===== src/rtl/lc3_ctrl_pkg.sv =====
// Shared LC-3 control definitions: operate-instruction opcodes, ALU function
// select encoding and the sequencer state type.
package lc3_ctrl_pkg;

  localparam int DATA_W = 16;

  localparam logic [3:0] OP_ADD = 4'b0001;
  localparam logic [3:0] OP_AND = 4'b0101;
  localparam logic [3:0] OP_NOT = 4'b1001;

  localparam logic [2:0] NZP_ZERO = 3'b010;

  typedef enum logic [1:0] {
    ALU_ADD  = 2'b00,
    ALU_AND  = 2'b01,
    ALU_NOT  = 2'b10,
    ALU_PASS = 2'b11
  } aluk_t;

  typedef enum logic [2:0] {
    S_IDLE,
    S_DECODE,
    S_EXEC,
    S_WB,
    S_ERR
  } seq_state_t;

endpackage


===== src/rtl/lc3_nzp_gen.sv =====
// Condition-code generator: classifies a 16-bit value as negative, zero or
// positive. Exactly one output bit is set for any input.
module lc3_nzp_gen
  import lc3_ctrl_pkg::*;
(
  input  logic [DATA_W-1:0] value,
  output logic [2:0]        nzp
);

  logic is_zero;

  assign is_zero = (value == '0);
  assign nzp     = {value[DATA_W-1], is_zero, ~value[DATA_W-1] & ~is_zero};

endmodule


===== src/rtl/lc3_alu_sequencer.sv =====
// Sequences LC-3 ADD/AND/NOT through the external ALU and register file:
// accept, decode, execute, write back (4 cycles per instruction).
module lc3_alu_sequencer
  import lc3_ctrl_pkg::*;
(
  input  logic              Clk,
  input  logic              Reset,
  input  logic              instr_valid,
  input  logic [15:0]       IR,
  output logic              instr_ready,
  output logic [2:0]        SR1,
  output logic [2:0]        SR2,
  output logic              SR2MUX,
  output logic [15:0]       imm_sext,
  output logic [1:0]        ALUK,
  input  logic [15:0]       ALU_Out,
  output logic              LD_REG,
  output logic [2:0]        DR,
  output logic [15:0]       wb_data,
  output logic [2:0]        NZP,
  output logic              done,
  output logic              illegal
);

  seq_state_t  state_q, state_d;
  logic [15:0] ir_q, ir_d;
  logic [15:0] wb_data_q, wb_data_d;
  logic [2:0]  nzp_q, nzp_d;
  aluk_t       aluk_q, aluk_d;
  logic        sr2mux_q, sr2mux_d;
  logic        ld_reg_q, ld_reg_d;
  logic        done_q, done_d;
  logic        illegal_q, illegal_d;
  logic        ready_q, ready_d;

  logic        dec_legal;
  aluk_t       dec_aluk;
  logic        dec_sr2mux;
  logic [2:0]  wb_nzp;

  lc3_nzp_gen u_nzp_gen (
    .value (wb_data_q),
    .nzp   (wb_nzp)
  );

  // Register addresses and immediate come straight from the held instruction.
  assign SR1      = ir_q[8:6];
  assign SR2      = ir_q[2:0];
  assign DR       = ir_q[11:9];
  assign imm_sext = {{11{ir_q[4]}}, ir_q[4:0]};

  always_comb begin
    dec_legal  = 1'b0;
    dec_aluk   = ALU_PASS;
    dec_sr2mux = 1'b0;
    unique case (ir_q[15:12])
      OP_ADD: begin
        dec_legal  = 1'b1;
        dec_aluk   = ALU_ADD;
        dec_sr2mux = ir_q[5];
      end
      OP_AND: begin
        dec_legal  = 1'b1;
        dec_aluk   = ALU_AND;
        dec_sr2mux = ir_q[5];
      end
      OP_NOT: begin
        // NOT is only encoded with all-ones in the low six bits.
        dec_legal  = (ir_q[5:0] == 6'b111111);
        dec_aluk   = ALU_NOT;
      end
      default: dec_legal = 1'b0;
    endcase
  end

  // Next-state values are what the registered outputs show in the next cycle.
  always_comb begin
    state_d   = state_q;
    ir_d      = ir_q;
    wb_data_d = wb_data_q;
    nzp_d     = nzp_q;
    aluk_d    = ALU_PASS;
    sr2mux_d  = 1'b0;
    ld_reg_d  = 1'b0;
    done_d    = 1'b0;
    illegal_d = 1'b0;
    unique case (state_q)
      S_IDLE: begin
        if (instr_valid) begin
          ir_d    = IR;
          state_d = S_DECODE;
        end
      end
      S_DECODE: begin
        if (dec_legal) begin
          state_d  = S_EXEC;
          aluk_d   = dec_aluk;
          sr2mux_d = dec_sr2mux;
        end else begin
          state_d   = S_ERR;
          illegal_d = 1'b1;
        end
      end
      S_EXEC: begin
        wb_data_d = ALU_Out;
        state_d   = S_WB;
        ld_reg_d  = 1'b1;
        done_d    = 1'b1;
      end
      S_WB: begin
        nzp_d   = wb_nzp;
        state_d = S_IDLE;
      end
      S_ERR:   state_d = S_IDLE;
      default: state_d = S_IDLE;
    endcase
    ready_d = (state_d == S_IDLE);
  end

  always_ff @(posedge Clk) begin
    if (Reset) begin
      state_q   <= S_IDLE;
      ir_q      <= '0;
      wb_data_q <= '0;
      nzp_q     <= NZP_ZERO;
      aluk_q    <= ALU_PASS;
      sr2mux_q  <= 1'b0;
      ld_reg_q  <= 1'b0;
      done_q    <= 1'b0;
      illegal_q <= 1'b0;
      ready_q   <= 1'b1;
    end else begin
      state_q   <= state_d;
      ir_q      <= ir_d;
      wb_data_q <= wb_data_d;
      nzp_q     <= nzp_d;
      aluk_q    <= aluk_d;
      sr2mux_q  <= sr2mux_d;
      ld_reg_q  <= ld_reg_d;
      done_q    <= done_d;
      illegal_q <= illegal_d;
      ready_q   <= ready_d;
    end
  end

  assign instr_ready = ready_q;
  assign SR2MUX      = sr2mux_q;
  assign ALUK        = aluk_q;
  assign LD_REG      = ld_reg_q;
  assign wb_data     = wb_data_q;
  assign NZP         = nzp_q;
  assign done        = done_q;
  assign illegal     = illegal_q;

endmodule


===== config.mk =====
export PLATFORM = sky130hd
export DESIGN_NAME = lc3_alu_sequencer
export DESIGN_NICKNAME = d
export VERILOG_FILES = /design/src/rtl/lc3_ctrl_pkg.sv /design/src/rtl/lc3_nzp_gen.sv /design/src/rtl/lc3_alu_sequencer.sv
export SDC_FILE = /design/constraint.sdc
export NUM_CORES = 1
export LEC_CHECK = 0
export ABC_AREA = 1
export ABC_CLOCK_PERIOD_IN_PS = 1900
export BUFFER_PORTS_ARGS = -buffer_cell sky130_fd_sc_hd__clkbuf_2
export CORE_MARGIN = 8
export CORE_UTILIZATION = 49
export DETAILED_ROUTE_END_ITERATION = 6
export HOLD_SLACK_MARGIN = 0.03
export MAX_ROUTING_LAYER = met4
export PLACE_DENSITY = 0.84
export SYNTH_ARGS = -nofsm -noshare
export SYNTH_HDL_FRONTEND = slang
export SYNTH_SLANG_ARGS = --single-unit

===== constraint.sdc =====
create_clock -name Clk -period 1.9 [get_ports Clk]
set_clock_uncertainty 0.1 [all_clocks]
set_input_delay 0.38 -clock Clk [delete_from_list [all_inputs] [get_ports Clk]]
set_output_delay 0.38 -clock Clk [all_outputs]
set_load 0.02 [all_outputs]

==> impl_metrics.py <==
metrics = {
    "sta": {
        "hold_viol": 0,
        "clock.fmax_ghz": 0.6509,
        "fin_tns_setup_ps": 0,
        "timing.final.crit_share": 0.8085,
        "relSlewSlack": 0.7709,
        "setup_violations": 0,
        "rsz0062_at_grt": "false",
        "maxSlewViolCount": 0,
        "worst_pin_slew_ps": 343.1,
        "fin_crit_ps": 1536,
    },
    "clocking": {
        "cts_buffer_depth": 2,
        "clkTransAtPathRegs_ps": 80,
        "ctsHoldBuffers": 0,
        "postCtsSetupBuffers": 0,
        "clock_sinks": 44,
        "numCtsBuffers": 5,
        "cts_root_buf": "clkbuf_8",
        "cts_resized": 0,
        "worst_skew_pair.late_latency_ps": 290,
        "htree_levels": 2,
        "cts_tree": "yes",
    },
    "layout": {
        "diodes": 0,
        "nNetsFinal": 335,
        "final_cell_mix": "85 x clkbuf_2, 76 x nor2_1, 44 x dfxtp_1",
        "layout-drive-gt1-share": 0.3389,
        "n_fill_cell": 345,
        "final_core_util": 0.6044,
        "area_growth_pct": 19.97,
        "multi_input_area_um2": 630.6,
        "seq_area_um2": 880.8,
        "instances_no_fill": 349,
        "final_common_cell": "clkbuf_2",
    },
    "hold_path": {
        "hold_class": "in2reg",
        "hold_depth": 3,
        "holdCritStartpoint": "ALU_Out[10]",
        "min_to": "wb_data[10]",
    },
    "setup_path": {
        "r2r-end": "instr_ready",
        "crit_chain": "clkbuf_2",
        "timing.critical_path.buf_inv": 1,
        "rrSetupSlack_ps": 510,
        "crit_type": "reg2out",
        "worstReg2RegStart": "ir_q[4]",
        "cp_slowest_cell": "dfxtp_1",
        "cpLargestDelayFamily": "flip-flops",
        "crit_arrival_ps": 1060,
        "worstSetupStartpointType": "flip-flop",
        "rr_worst_depth": 6,
        "worstPathMaxFanout": 14,
        "required_ps": 1420,
        "critPathCaptureType": "output pin",
        "worst_path_largest_cell_delay_ps": 530,
    },
    "pwr": {
        "p_leak_nw": 1.159,
        "p_per_area_nw_per_um2": 850.3,
        "finalPower_w": 0.001853,
        "ir_drop_mv": 0.5751,
    },
    "die": {
        "start_util": 0.5038,
        "ios": 86,
        "chipHeight_um": 76.89,
        "die_x_um": 76.89,
        "fp.coreArea_um2": 3606,
        "dieArea_um2": 5912,
        "row_count": 22,
    },
    "grt": {
        "grt_usage": 0.1495,
        "grt_max_degree": 22,
        "grt_overflow": 0,
        "antenna_found_initial": 0,
        "first_global_vias": 1641,
        "grt_pass1_wl_mm": 7.155,
    },
    "logic_synthesis": {
        "syn_inst": 239,
        "synth.ff_latch_count": 44,
        "yosysTopAreaCellShare": 0.4848,
        "avgSynthCellArea_um2": 7.601,
        "yosysTopAreaCell": "dfxtp_1",
        "syn-cell-area_um2": 1817,
        "synth.distinct_cells": 20,
        "yosys_warnings": 0,
        "syn-num-nets": 274,
        "ys_seq_area_frac": 0.4848,
        "synthTopCellsByArea": "dfxtp_1 48%, nor2_1 16%, buf_4 12%",
    },
    "placement": {
        "place.gp.congestion": 0.7991,
        "dp_cells": 341,
        "place_hpwl_mm": 3.284,
        "io_buffers": 85,
    },
    "detailed_routing": {
        "routed_wirelength_mm": 4.257,
        "drcViolationCount": 0,
        "drt_iter0_markers": 95,
        "vias": 1639,
        "viasPerCell": 4.696,
        "ant_nets": 0,
        "wire_per_inst_um": 12.20,
        "drtPass1Iterations": 4,
    },
    "run_status": {
        "status": "completed",
    },
    "run": {
        "max_cap_viol_count": 0,
    },
}
==> where the power goes <==
part,switching [W],internal [W]
sequential,0.0000283,0.000962
clock,0.000302,0.000290
combinational,0.000172,0.0000983
total,0.000502,0.00135
==> metal layers <==
layer / up-vias / GRT usage / part of all wire
met4: 0 / 0.06923 / 0.0049
met2: 67 / 0.2472 / 0.48
met1: 720 / 0.1493 / 0.42
li1: 850 / - / -
met5: - / - / 0
met3: 2 / 0.06410 / 0.095
==> worst max-delay path by stage <==
| stage | startpoint | endpoint | cells past startpoint |
|---|---|---|---|
| CTS | ir_q[4] | imm_sext[13] | 1 |
| finish | ir_q[4] | imm_sext[13] | 1 |
| global route | ir_q[4] | instr_ready | 6 |
| global placement | ir_q[4] | instr_ready | 6 |
| floorplan | ir_q[4] | instr_ready | 6 |
| detailed placement | ir_q[4] | instr_ready | 6 |
==> worst min-delay path, delay by kind of cell <==
kind          cells  cell delay (ps)
simple gates      2              110
buf+inv           1               70
==> cell families (layout without fill, tap and decap cells) <==
kind of cell | after synthesis | in the layout | share of synthesized area
simple gates | 101 | 101 | 0.2218
flops | 44 | 44 | 0.4848
compound gates | 44 | 44 | 0.1253
buf+inv | 50 | 112 | 0.1680
==> cells in the mapped netlist <==
cell and number:
nor2_1 76, dfxtp_1 44, o21ai_0 34, buf_4 28, nand2_1 16, inv_1 12
a21oi_1 7, nand3_1 6, buf_2 3, clkbuf_1 2, inv_2 2, a21oi_2 1
a31oi_1 1, buf_1 1, buf_6 1, clkbuf_2 1, nand4_1 1, nor3_1 1
nor3_4 1, o21a_1 1
==> layout make-up <==
class | count | area share
well taps | 48 | 0.02755
repair buffers | 90 | 0.2124
clock buffers | 6 | 0.03789
clock inverters | 2 | 0.004592
inverters | 14 | 0.02411
multi-input cells | 145 | 0.2893
flip-flops and latches | 44 | 0.4041
==> stage by stage <==
step | area [um2] | hold slack [ps] | setup WS [ps]
after global routing | 2180 | 206.9 | 270.1
after global placement | 2087 | 340.5 | 610.9
after CTS | 2180 | 199.4 | 332.0
after detailed placement | 2087 | 349.1 | 539.2
after floorplan | 1817 | 329.9 | 664.9
final | 2180 | 210.0 | 363.8
==> registers in the layout, summed over array words and instances, names as in the netlist <==
signal and flops:
done 1, wb_data 16, ir_q 16, instr_ready 1, state_q 3, SR2MUX 1, NZP 3, illegal 1
ALUK 2
(Power assumes the default switching activity.)
